--- config.mk ---
export PLATFORM = sky130hd
export DESIGN_NAME = axi_rd_arbiter
export DESIGN_NICKNAME = d
export VERILOG_FILES = /design/src/rtl/axi_rd_arbiter.sv
export SDC_FILE = /design/constraint.sdc
export NUM_CORES = 1
export LEC_CHECK = 0
export BUFFER_PORTS_ARGS = -buffer_cell sky130_fd_sc_hd__buf_2
export CORE_AREA = 5 5 134 136
export DETAILED_ROUTE_END_ITERATION = 16
export DIE_AREA = 0 0 139 141
export HOLD_SLACK_MARGIN = 0.1
export PLACE_DENSITY_LB_ADDON = 0.25
export SYNTH_ARGS = -nofsm -noshare
export SYNTH_HDL_FRONTEND = slang
export SYNTH_SLANG_ARGS = --single-unit
--- constraint.sdc ---
create_clock -name aclk -period 4.25 [get_ports aclk]
set_input_delay 0.6375 -clock aclk [delete_from_list [all_inputs] [get_ports aclk]]
set_output_delay 0.6375 -clock aclk [all_outputs]
set_load 0.005 [all_outputs]
--- src/rtl/axi_rd_arbiter.sv ---
// axi_rd_arbiter: N-to-1 AXI3 read arbiter, tags AR with master index, routes R by ID.
// Define AXI_ARB_RR_EN for round-robin arbitration; default build is fixed priority.
module axi_rd_arbiter #(
  parameter int NUM_MST = 3,
  parameter int ADDR_W  = 32,
  parameter int DATA_W  = 32
) (
  input  logic                      aclk,
  input  logic                      aresetn,
  input  logic [NUM_MST*4-1:0]      s_arid,
  input  logic [NUM_MST*ADDR_W-1:0] s_araddr,
  input  logic [NUM_MST*4-1:0]      s_arlen,
  input  logic [NUM_MST*3-1:0]      s_arsize,
  input  logic [NUM_MST*2-1:0]      s_arburst,
  input  logic [NUM_MST-1:0]        s_arvalid,
  output logic [NUM_MST-1:0]        s_arready,
  output logic [NUM_MST*4-1:0]      s_rid,
  output logic [NUM_MST*DATA_W-1:0] s_rdata,
  output logic [NUM_MST*2-1:0]      s_rresp,
  output logic [NUM_MST-1:0]        s_rlast,
  output logic [NUM_MST-1:0]        s_rvalid,
  input  logic [NUM_MST-1:0]        s_rready,
  output logic [3:0]                m_arid,
  output logic [ADDR_W-1:0]         m_araddr,
  output logic [3:0]                m_arlen,
  output logic [2:0]                m_arsize,
  output logic [1:0]                m_arburst,
  output logic                      m_arvalid,
  input  logic                      m_arready,
  input  logic [3:0]                m_rid,
  input  logic [DATA_W-1:0]         m_rdata,
  input  logic [1:0]                m_rresp,
  input  logic                      m_rlast,
  input  logic                      m_rvalid,
  output logic                      m_rready
);
  localparam int PW = $clog2(NUM_MST);

  logic [NUM_MST-1:0] busy;
  logic [NUM_MST-1:0] elig;
  logic [NUM_MST-1:0] set_vec;
  logic [NUM_MST-1:0] clr_vec;
  logic [3:0]         saved_id [NUM_MST];
  logic               gnt_cyc;
  logic               win_vld;
  logic [PW-1:0]      win;
  logic [3:0]         win_id;
  logic [ADDR_W-1:0]  win_addr;
  logic [3:0]         win_len;
  logic [2:0]         win_size;
  logic [1:0]         win_burst;
  logic [15:0]        busy_x;
  logic [15:0]        rdy_x;
  logic               hit;
  logic               beat_done;

  assign elig    = s_arvalid & ~busy;
  assign gnt_cyc = aresetn & (~m_arvalid | m_arready);

`ifdef AXI_ARB_RR_EN
  logic [PW-1:0]        rr_ptr;
  logic [2*NUM_MST-1:0] rot;
  logic [PW:0]          sum;

  // Rotate so the search starts at rr_ptr, then map the offset back.
  always_comb begin
    rot     = {elig, elig} >> rr_ptr;
    win_vld = 1'b0;
    sum     = '0;
    for (int j = NUM_MST-1; j >= 0; j--)
      if (rot[j]) begin
        win_vld = 1'b1;
        sum     = {1'b0, rr_ptr} + (PW+1)'(j);
      end
    if (sum >= (PW+1)'(NUM_MST))
      sum = sum - (PW+1)'(NUM_MST);
    win = sum[PW-1:0];
  end

  always_ff @(posedge aclk or negedge aresetn)
    if (!aresetn)
      rr_ptr <= '0;
    else if (gnt_cyc && win_vld)
      rr_ptr <= (win == PW'(NUM_MST-1)) ? '0 : win + PW'(1);
`else
  always_comb begin
    win_vld = 1'b0;
    win     = '0;
    for (int j = NUM_MST-1; j >= 0; j--)
      if (elig[j]) begin
        win_vld = 1'b1;
        win     = PW'(j);
      end
  end
`endif

  always_comb begin
    win_id    = '0;
    win_addr  = '0;
    win_len   = '0;
    win_size  = '0;
    win_burst = '0;
    for (int i = 0; i < NUM_MST; i++)
      if (win == PW'(i)) begin
        win_id    = s_arid[i*4 +: 4];
        win_addr  = s_araddr[i*ADDR_W +: ADDR_W];
        win_len   = s_arlen[i*4 +: 4];
        win_size  = s_arsize[i*3 +: 3];
        win_burst = s_arburst[i*2 +: 2];
      end
  end

  assign set_vec   = (gnt_cyc && win_vld) ? NUM_MST'(1) << win : '0;
  assign s_arready = set_vec;

  // Padded copies let any 4-bit rid index safely; out-of-range reads as idle.
  assign busy_x    = 16'(busy);
  assign rdy_x     = 16'(s_rready);
  assign hit       = busy_x[m_rid];
  assign m_rready  = ~hit | rdy_x[m_rid];
  assign beat_done = hit & m_rvalid & m_rready & m_rlast;

  always_comb begin
    s_rvalid = '0;
    clr_vec  = '0;
    for (int i = 0; i < NUM_MST; i++)
      if (m_rid == 4'(i)) begin
        s_rvalid[i] = hit & m_rvalid;
        clr_vec[i]  = beat_done;
      end
  end

  for (genvar g = 0; g < NUM_MST; g++) begin : g_slot
    assign s_rid[g*4 +: 4]           = saved_id[g];
    assign s_rdata[g*DATA_W +: DATA_W] = m_rdata;
    assign s_rresp[g*2 +: 2]         = m_rresp;
    assign s_rlast[g]                = m_rlast;
  end

  always_ff @(posedge aclk or negedge aresetn) begin
    if (!aresetn) begin
      m_arvalid <= 1'b0;
      m_arid    <= '0;
      m_araddr  <= '0;
      m_arlen   <= '0;
      m_arsize  <= '0;
      m_arburst <= '0;
      busy      <= '0;
      for (int i = 0; i < NUM_MST; i++)
        saved_id[i] <= '0;
    end else begin
      if (gnt_cyc) begin
        m_arvalid <= win_vld;
        if (win_vld) begin
          m_arid    <= 4'(win);
          m_araddr  <= win_addr;
          m_arlen   <= win_len;
          m_arsize  <= win_size;
          m_arburst <= win_burst;
        end
      end
      for (int i = 0; i < NUM_MST; i++)
        if (set_vec[i])
          saved_id[i] <= win_id;
      busy <= (busy & ~clr_vec) | set_vec;
    end
  end

endmodule

==> results of run 1 <==
-- through the flow --
step                cells  setup slack [ns]  utilization [%]  hold WS, ns
finish                795              1.47             28.1        0.168
floorplan             471              2.37                -        0.342
detailed placement    779              1.37             26.5        0.465
CTS                   795              1.41             28.1        0.154
global route          795              1.31             28.1        0.165
global placement      779              1.42             26.5        0.458
-- cell usage after synthesis, drive strengths merged (5+ instances only) --
| cell type | instances | area share [%] |
|---|---|---|
| buf | 126 | 23 |
| o21ai | 87 | 11 |
| dfrtp | 59 | 37 |
| nand2 | 56 | 5.2 |
| and3 | 42 | 6.5 |
| a211oi | 41 | 7.7 |
| clkbuf | 12 | 1.1 |
| mux2 | 8 | 2.2 |
| inv | 6 | 0.56 |
| nor2 | 6 | 0.75 |
| nor2b | 5 | 0.84 |
-- metal layers --
layer	vias up	part of all wire, %	global-route usage [%]
met1	1739	37	15.7
met4	2	3.3	6.49
met3	50	10	4.85
met2	205	49	24.0
li1	1714	-	-
met5	-	0.083	0
-- state kept, by name (all words and copies together) (netlist names) --
signal	flops
busy	3
m_arlen	4
m_arid	2
m_arsize	3
m_arvalid	1
m_arburst	2
s_rid	12
m_araddr	32
-- cells in the final DEF (no fill, tap or decap), drive strengths merged --
cell        n
buf       221
clkbuf     11
o2111ai     1
nand3       3
clkinvlp    2
mux2        8
o311a       1
nand2      56
nor2b       5
a21oi       4
nand4       1
conb        2
nor2        6
a211oi     41
and3       42
o311ai      1
inv         6
dfrtp      59
clkinv      3
nand2b      3
nor3        4
o21ai      87
a21o        1
mux2i       2
-- power by group --
| part | switching, mW | internal (mW) |
|---|---|---|
| combinational | 0.666 | 0.508 |
| sequential | 0.154 | 0.834 |
| clock | 0.256 | 0.391 |
| total | 1.08 | 1.73 |
-- worst register-to-register path: stages, from the launching register on --
cell	delay (ns)
dfrtp_1	0.44
nor2b_4	0.74
nand2_1	0.49
buf_4	0.37
a211oi_1	0.32
o21ai_1	0.11
-- cells by family (layout without fill, tap and decap cells) --
group | Yosys count | after routing | synth area share (%)
multiplexers | 10 | 10 | 2.74
AO/OA/AOI/OAI | 136 | 136 | 20.3
AND/OR/NAND/NOR | 120 | 120 | 15.1
flip-flops | 59 | 59 | 36.8
other | 1 | 2 | 0.0934
buffers and inverters | 144 | 243 | 24.9
-- cell type report --
class | count | area (µm²)
Tap cell | 225 | 282
Timing Repair Buffer | 221 | 1120
Clock buffer | 11 | 233
Fill cell | 1872 | 12100
Multi-Input combinational cell | 268 | 1550
Inverter | 6 | 22.5
Sequential cell | 59 | 1480
Clock inverter | 5 | 30.0
-- how the worst max path moves through the flow --
| stage | start | end | slack (ns) | cells past startpoint |
|---|---|---|---|---|
| after floorplan | m_arready | s_arready[2] | 2.37 | 3 |
| after global placement | s_arvalid[1] | m_araddr[4] | 1.42 | 6 |
| after detailed placement | s_arvalid[1] | m_araddr[31] | 1.37 | 6 |
| after CTS | busy[1] | s_arready[1] | 1.41 | 4 |
| after global routing | busy[1] | s_arready[1] | 1.31 | 4 |
| final | busy[1] | s_arready[1] | 1.47 | 4 |
==> impl_metrics.json, run 1 <==
{
  "place_congestion": 0.868,
  "crit-reg2reg-capture": "m_araddr[22]",
  "clk_latency_ns": 0.32,
  "num_io_pins": 354,
  "insertedDiodeCount": 0,
  "tritoncts_num_sinks": 59,
  "vias": 3710,
  "num-nets-final": 749,
  "cp_slowest_stage_delay_ns": 0.74,
  "maxSlewHeadroom_pct": 36.5,
  "leakage_nw": 2.45,
  "post_cts_repair_setup_buffers": 0,
  "ff2ff_path_depth": 5,
  "hold_class": "input port to asynchronous set/reset pin",
  "crit_slowest_cell": "nor2b_4",
  "critical_path_required_ns": 3.61,
  "synthesis.instances": 470,
  "timing.setup.tns_ns": 0,
  "area_growth_pct": 17.5,
  "initial_antenna_violation_count": 1,
  "setup_viol": 0,
  "ys.warnings.count": 0,
  "max_freq_mhz": 360,
  "post_synth_num_cell_types": 28,
  "post_dp_cell_area_um2": 4450,
  "critical_path.max_fanout": 45,
  "cts_tree": "yes",
  "die_w_um": 139,
  "track_usage_pct": 14.0,
  "outcome": "complete, no violations",
  "cts_made_buffers": 9,
  "worst_setup_path_start_kind": "flip-flop",
  "period_needed_ns": 2.78,
  "synthArstFlopShare_pct": 100,
  "drc": 0,
  "hpwlAfterDp_mm": 10.6,
  "vias_in_the_first_global_route": 3866,
  "start_util_pct": 23.9,
  "min_period_over_period_pct": 65.4,
  "ctsRootBufferMaster": "clkbuf_16",
  "clkTransAtPathRegs_ns": 0.05,
  "worst_ep_arrival_time_ns": 2.14,
  "fin_area_um2": 4720,
  "max_cap_check_violation_count": 0,
  "post_syn_area_per_cell_um2": 8.54,
  "irDropWorstVdd_uv": 174,
  "rrSetupSlack_ns": 1.64,
  "maximum_number_of_pins_on_one_net_before_global_route_repair": 56,
  "drt_iter0_drc": 144,
  "first_pass_iters": 4,
  "port_buf_inserts": 215,
  "path_class": "flip-flop to output port",
  "critical_path.cell_chain": "nor2b_4 > nand4_2 > inv_1 > buf_2",
  "ant_nets": 0,
  "row_count": 48,
  "vias_per_cell": 4.67,
  "ctsResizeCount": 0,
  "worstReg2RegStart": "busy[1]",
  "synth-main-ff-cell": "dfrtp_1",
  "crit_buf_inv": 2,
  "placeableCoreArea_um2": 16800,
  "cts_max_level": 3,
  "die_h_um": 141,
  "grt_pass1_wl_mm": 21.9,
  "layout-drive-gt1-share_pct": 44.0,
  "final_clock_skew_ns": 0.00581,
  "cts-hold-fix-buffers": 0,
  "timing.final.max_slew_violations": 0,
  "cp-end-kind": "output port",
  "report.power.total_mw": 2.81,
  "worstMarginPinSlew_ns": 0.952,
  "overflow": 0,
  "synth-edff-count": 0,
  "cts_buffer_depth": 2,
  "synth.yosys.seq_area_share_pct": 36.8,
  "wl_mm": 14.4,
  "number_of_failing_hold_endpoints_at_the_final_stage": 0,
  "fp.dieArea_um2": 19600,
  "ys_seq_elements": 59,
  "syn-cell-area_um2": 4010,
  "detail_route.wl_per_cell_um": 18.2,
  "power_density_nw_per_um2": 595,
  "timing.critical_path.max_delay_family": "simple AND/OR/NAND/NOR gates",
  "unrepaired_setup_endpoints_after_global_routing": "no"
}
Note: power is estimated with default switching activity, not from simulation.
==> run 2, diff against run 1 <==
--- a/config.mk
+++ b/config.mk
@@ -6,9 +6,9 @@
 export NUM_CORES = 1
 export LEC_CHECK = 0
 export BUFFER_PORTS_ARGS = -buffer_cell sky130_fd_sc_hd__buf_2
-export CORE_AREA = 5 5 134 136
+export CORE_AREA = 5 5 135 137
 export DETAILED_ROUTE_END_ITERATION = 16
-export DIE_AREA = 0 0 139 141
+export DIE_AREA = 0 0 140 142
 export HOLD_SLACK_MARGIN = 0.1
 export PLACE_DENSITY_LB_ADDON = 0.25
 export SYNTH_ARGS = -nofsm -noshare
==> constraint.sdc (replaced) <==
create_clock -name aclk -period 2.6 [get_ports aclk]
set_input_delay 0.39 -clock aclk [delete_from_list [all_inputs] [get_ports aclk]]
set_output_delay 0.39 -clock aclk [all_outputs]
set_load 0.005 [all_outputs]
==> impl_metrics.json, run 2 (synthesis gave the netlist of run 1 again) <==
{
  "outcome": "complete, no violations",
  "numPlacedInstances": 782,
  "power.share.switching_pct": 36.5,
  "port_buf_inserts": 215,
  "unrepaired_setup_endpoints_after_global_routing": "no",
  "drt_iter0_drc": 120,
  "commonest_non_fill_non_tap_cell_in_the_layout": "buf_2",
  "worst_ep_arrival_time_ns": 2.03,
  "power.share.clock_pct": 26.4,
  "worstMarginPinSlew_ns": 0.726,
  "crit_slowest_cell": "dlygate4sd3_1",
  "number_of_failing_hold_endpoints_at_the_final_stage": 0,
  "hold_class": "input port to flip-flop",
  "path_class": "input port to output port",
  "worstReg2RegStart": "busy[1]",
  "overflow": 0,
  "cp_slowest_stage_delay_ns": 0.57,
  "post_cts_repair_setup_buffers": 0,
  "cts_buffer_depth": 2,
  "timing.setup.tns_ns": 0,
  "maxSlewHeadroom_pct": 51.6,
  "post_dp_cell_area_um2": 4470,
  "share_comb_of_total_power_pct": 40.5,
  "first_pass_iters": 4,
  "num_io_pins": 354,
  "cp-end-kind": "output port",
  "critical_path.cell_chain": "dlygate4sd3_1 > buf_2 > nand2_1 > nor2_4 > buf_2",
  "number_of_filler_instances_in_the_final_layout": 1883,
  "ctsRootBufferMaster": "clkbuf_16",
  "num-nets-final": 753,
  "timing.final.max_slew_violations": 0,
  "die_h_um": 142,
  "wl_mm": 14.4,
  "min_period_over_period_pct": 93.0,
  "timing.critical_path.max_delay_family": "buffers and inverters",
  "cp_common_cell": "buf_2",
  "leading_cell_types_in_the_layout_fill_and_taps_excluded": "buf_2 (215), dfrtp_1 (59), nand2_1 (56)",
  "vias": 3640,
  "max_freq_mhz": 414,
  "vias_per_cell": 4.56,
  "largest_register": "m_araddr",
  "report.power.total_mw": 4.83,
  "irDropWorstVdd_uv": 295,
  "period_needed_ns": 2.42,
  "critical_path.max_fanout": 13,
  "row_count": 48,
  "final-instance-count-excl-fill": 799,
  "placeableCoreArea_um2": 16900,
  "power_density_nw_per_um2": 1010,
  "initial_antenna_violation_count": 1,
  "hpwlAfterDp_mm": 11.0,
  "grt_pass1_wl_mm": 21.6,
  "cts_made_buffers": 9,
  "clkTransAtPathRegs_ns": 0.05,
  "intPower_mw": 3.06,
  "maximum_number_of_pins_on_one_net_before_global_route_repair": 53,
  "start_util_pct": 23.7,
  "layout-drive-gt1-share_pct": 44.3,
  "fp.dieArea_um2": 19900,
  "critical_path_required_ns": 2.21,
  "ant_nets": 0,
  "setup_viol": 0,
  "timing.critical_path.from": "aresetn",
  "fin_area_um2": 4800,
  "drc": 0,
  "largest_reg_flops": 32,
  "hold_path_startpoint": "s_arid[4]",
  "place_congestion": 0.878,
  "detail_route.wl_per_cell_um": 18.0,
  "core_util_final_pct": 28.3,
  "seqPwrFrac_pct": 33.1,
  "final_clock_skew_ns": 0.00562,
  "crit_buf_inv": 3,
  "track_usage_pct": 13.8,
  "max_cap_check_violation_count": 0,
  "area_growth_pct": 19.6,
  "tritoncts_num_sinks": 59,
  "clk_latency_ns": 0.32,
  "power_switching_mw": 1.76,
  "cts_max_level": 3,
  "cts_tree": "yes",
  "die_w_um": 140,
  "worst_setup_path_start_kind": "input port",
  "leakage_nw": 2.49,
  "vias_in_the_first_global_route": 3745
}
[run 2: metrics by stage]
stage                     hold WS [ns]  setup WS, ns
final                            0.302         0.183
after global routing             0.303        0.0353
after CTS                        0.286         0.121
after detailed placement         0.304         0.546
after global placement           0.296         0.545
after floorplan                 0.0944          1.14
[run 2: repair_timing]
action	in CTS	in global routing
hold buffers	1	0
endpoints found under the hold margin	7	0
gates resized for setup	0	0
[run 2: layer usage]
metal / track usage [%] / wire length, µm / vias up
li1: - / - / 1719
met1: 15.8 / 5670 / 1672
met2: 23.0 / 6820 / 191
met3: 4.27 / 1330 / 58
met4: 7.55 / 583 / 0
met5: 0 / 0 / -
[run 2: area by class of cell]
| type | instances | area (µm²) | share of cell area [%] |
|---|---|---|---|
| clock buffer | 10 | 239 | 4.98 |
| timing repair buffer | 225 | 1150 | 24.0 |
| inverter | 6 | 22.5 | 0.469 |
| sequential | 59 | 1480 | 30.8 |
| tap | 225 | 282 | 5.87 |
| multi-input combinational | 268 | 1550 | 32.2 |
| clock inverter | 5 | 77.6 | 1.62 |
| antenna | 1 | 2.50 | 0.0521 |
[run 2: final timing paths]
check | slack (ns) | to | cells after the start
max in group asynchronous | 0.99 | s_rid[8] | 3
worst min-delay path | 0.30 | s_rid[4] | 2
min in group asynchronous | 0.57 | busy[1] | 2
worst max-delay path | 0.18 | s_arready[2] | 5
worst max register to register | 0.65 | m_araddr[21] | 5
worst min register to register | 0.48 | m_araddr[17] | 2
[run 2: power by group through the flow]
| stage | Sequential [mW] | Clock [mW] | Combinational, mW |
|---|---|---|---|
| 2_1_floorplan | 1.63 | 0 | 1.20 |
| 3_3_place_gp | 1.60 | 0 | 1.99 |
| 3_5_place_dp | 1.62 | 0 | 2.00 |
| 4_1_cts | 1.61 | 1.32 | 2.01 |
| 5_1_grt | 1.66 | 1.37 | 2.20 |
| 6_report | 1.60 | 1.27 | 1.95 |
[run 2: worst reg2reg max path, stage by stage, from the launching register on]
cell	delay (ns)
dfrtp_1	0.42
nor2b_2	0.45
nand2_1	0.10
buf_4	0.28
a211oi_1	0.43
o21ai_1	0.12
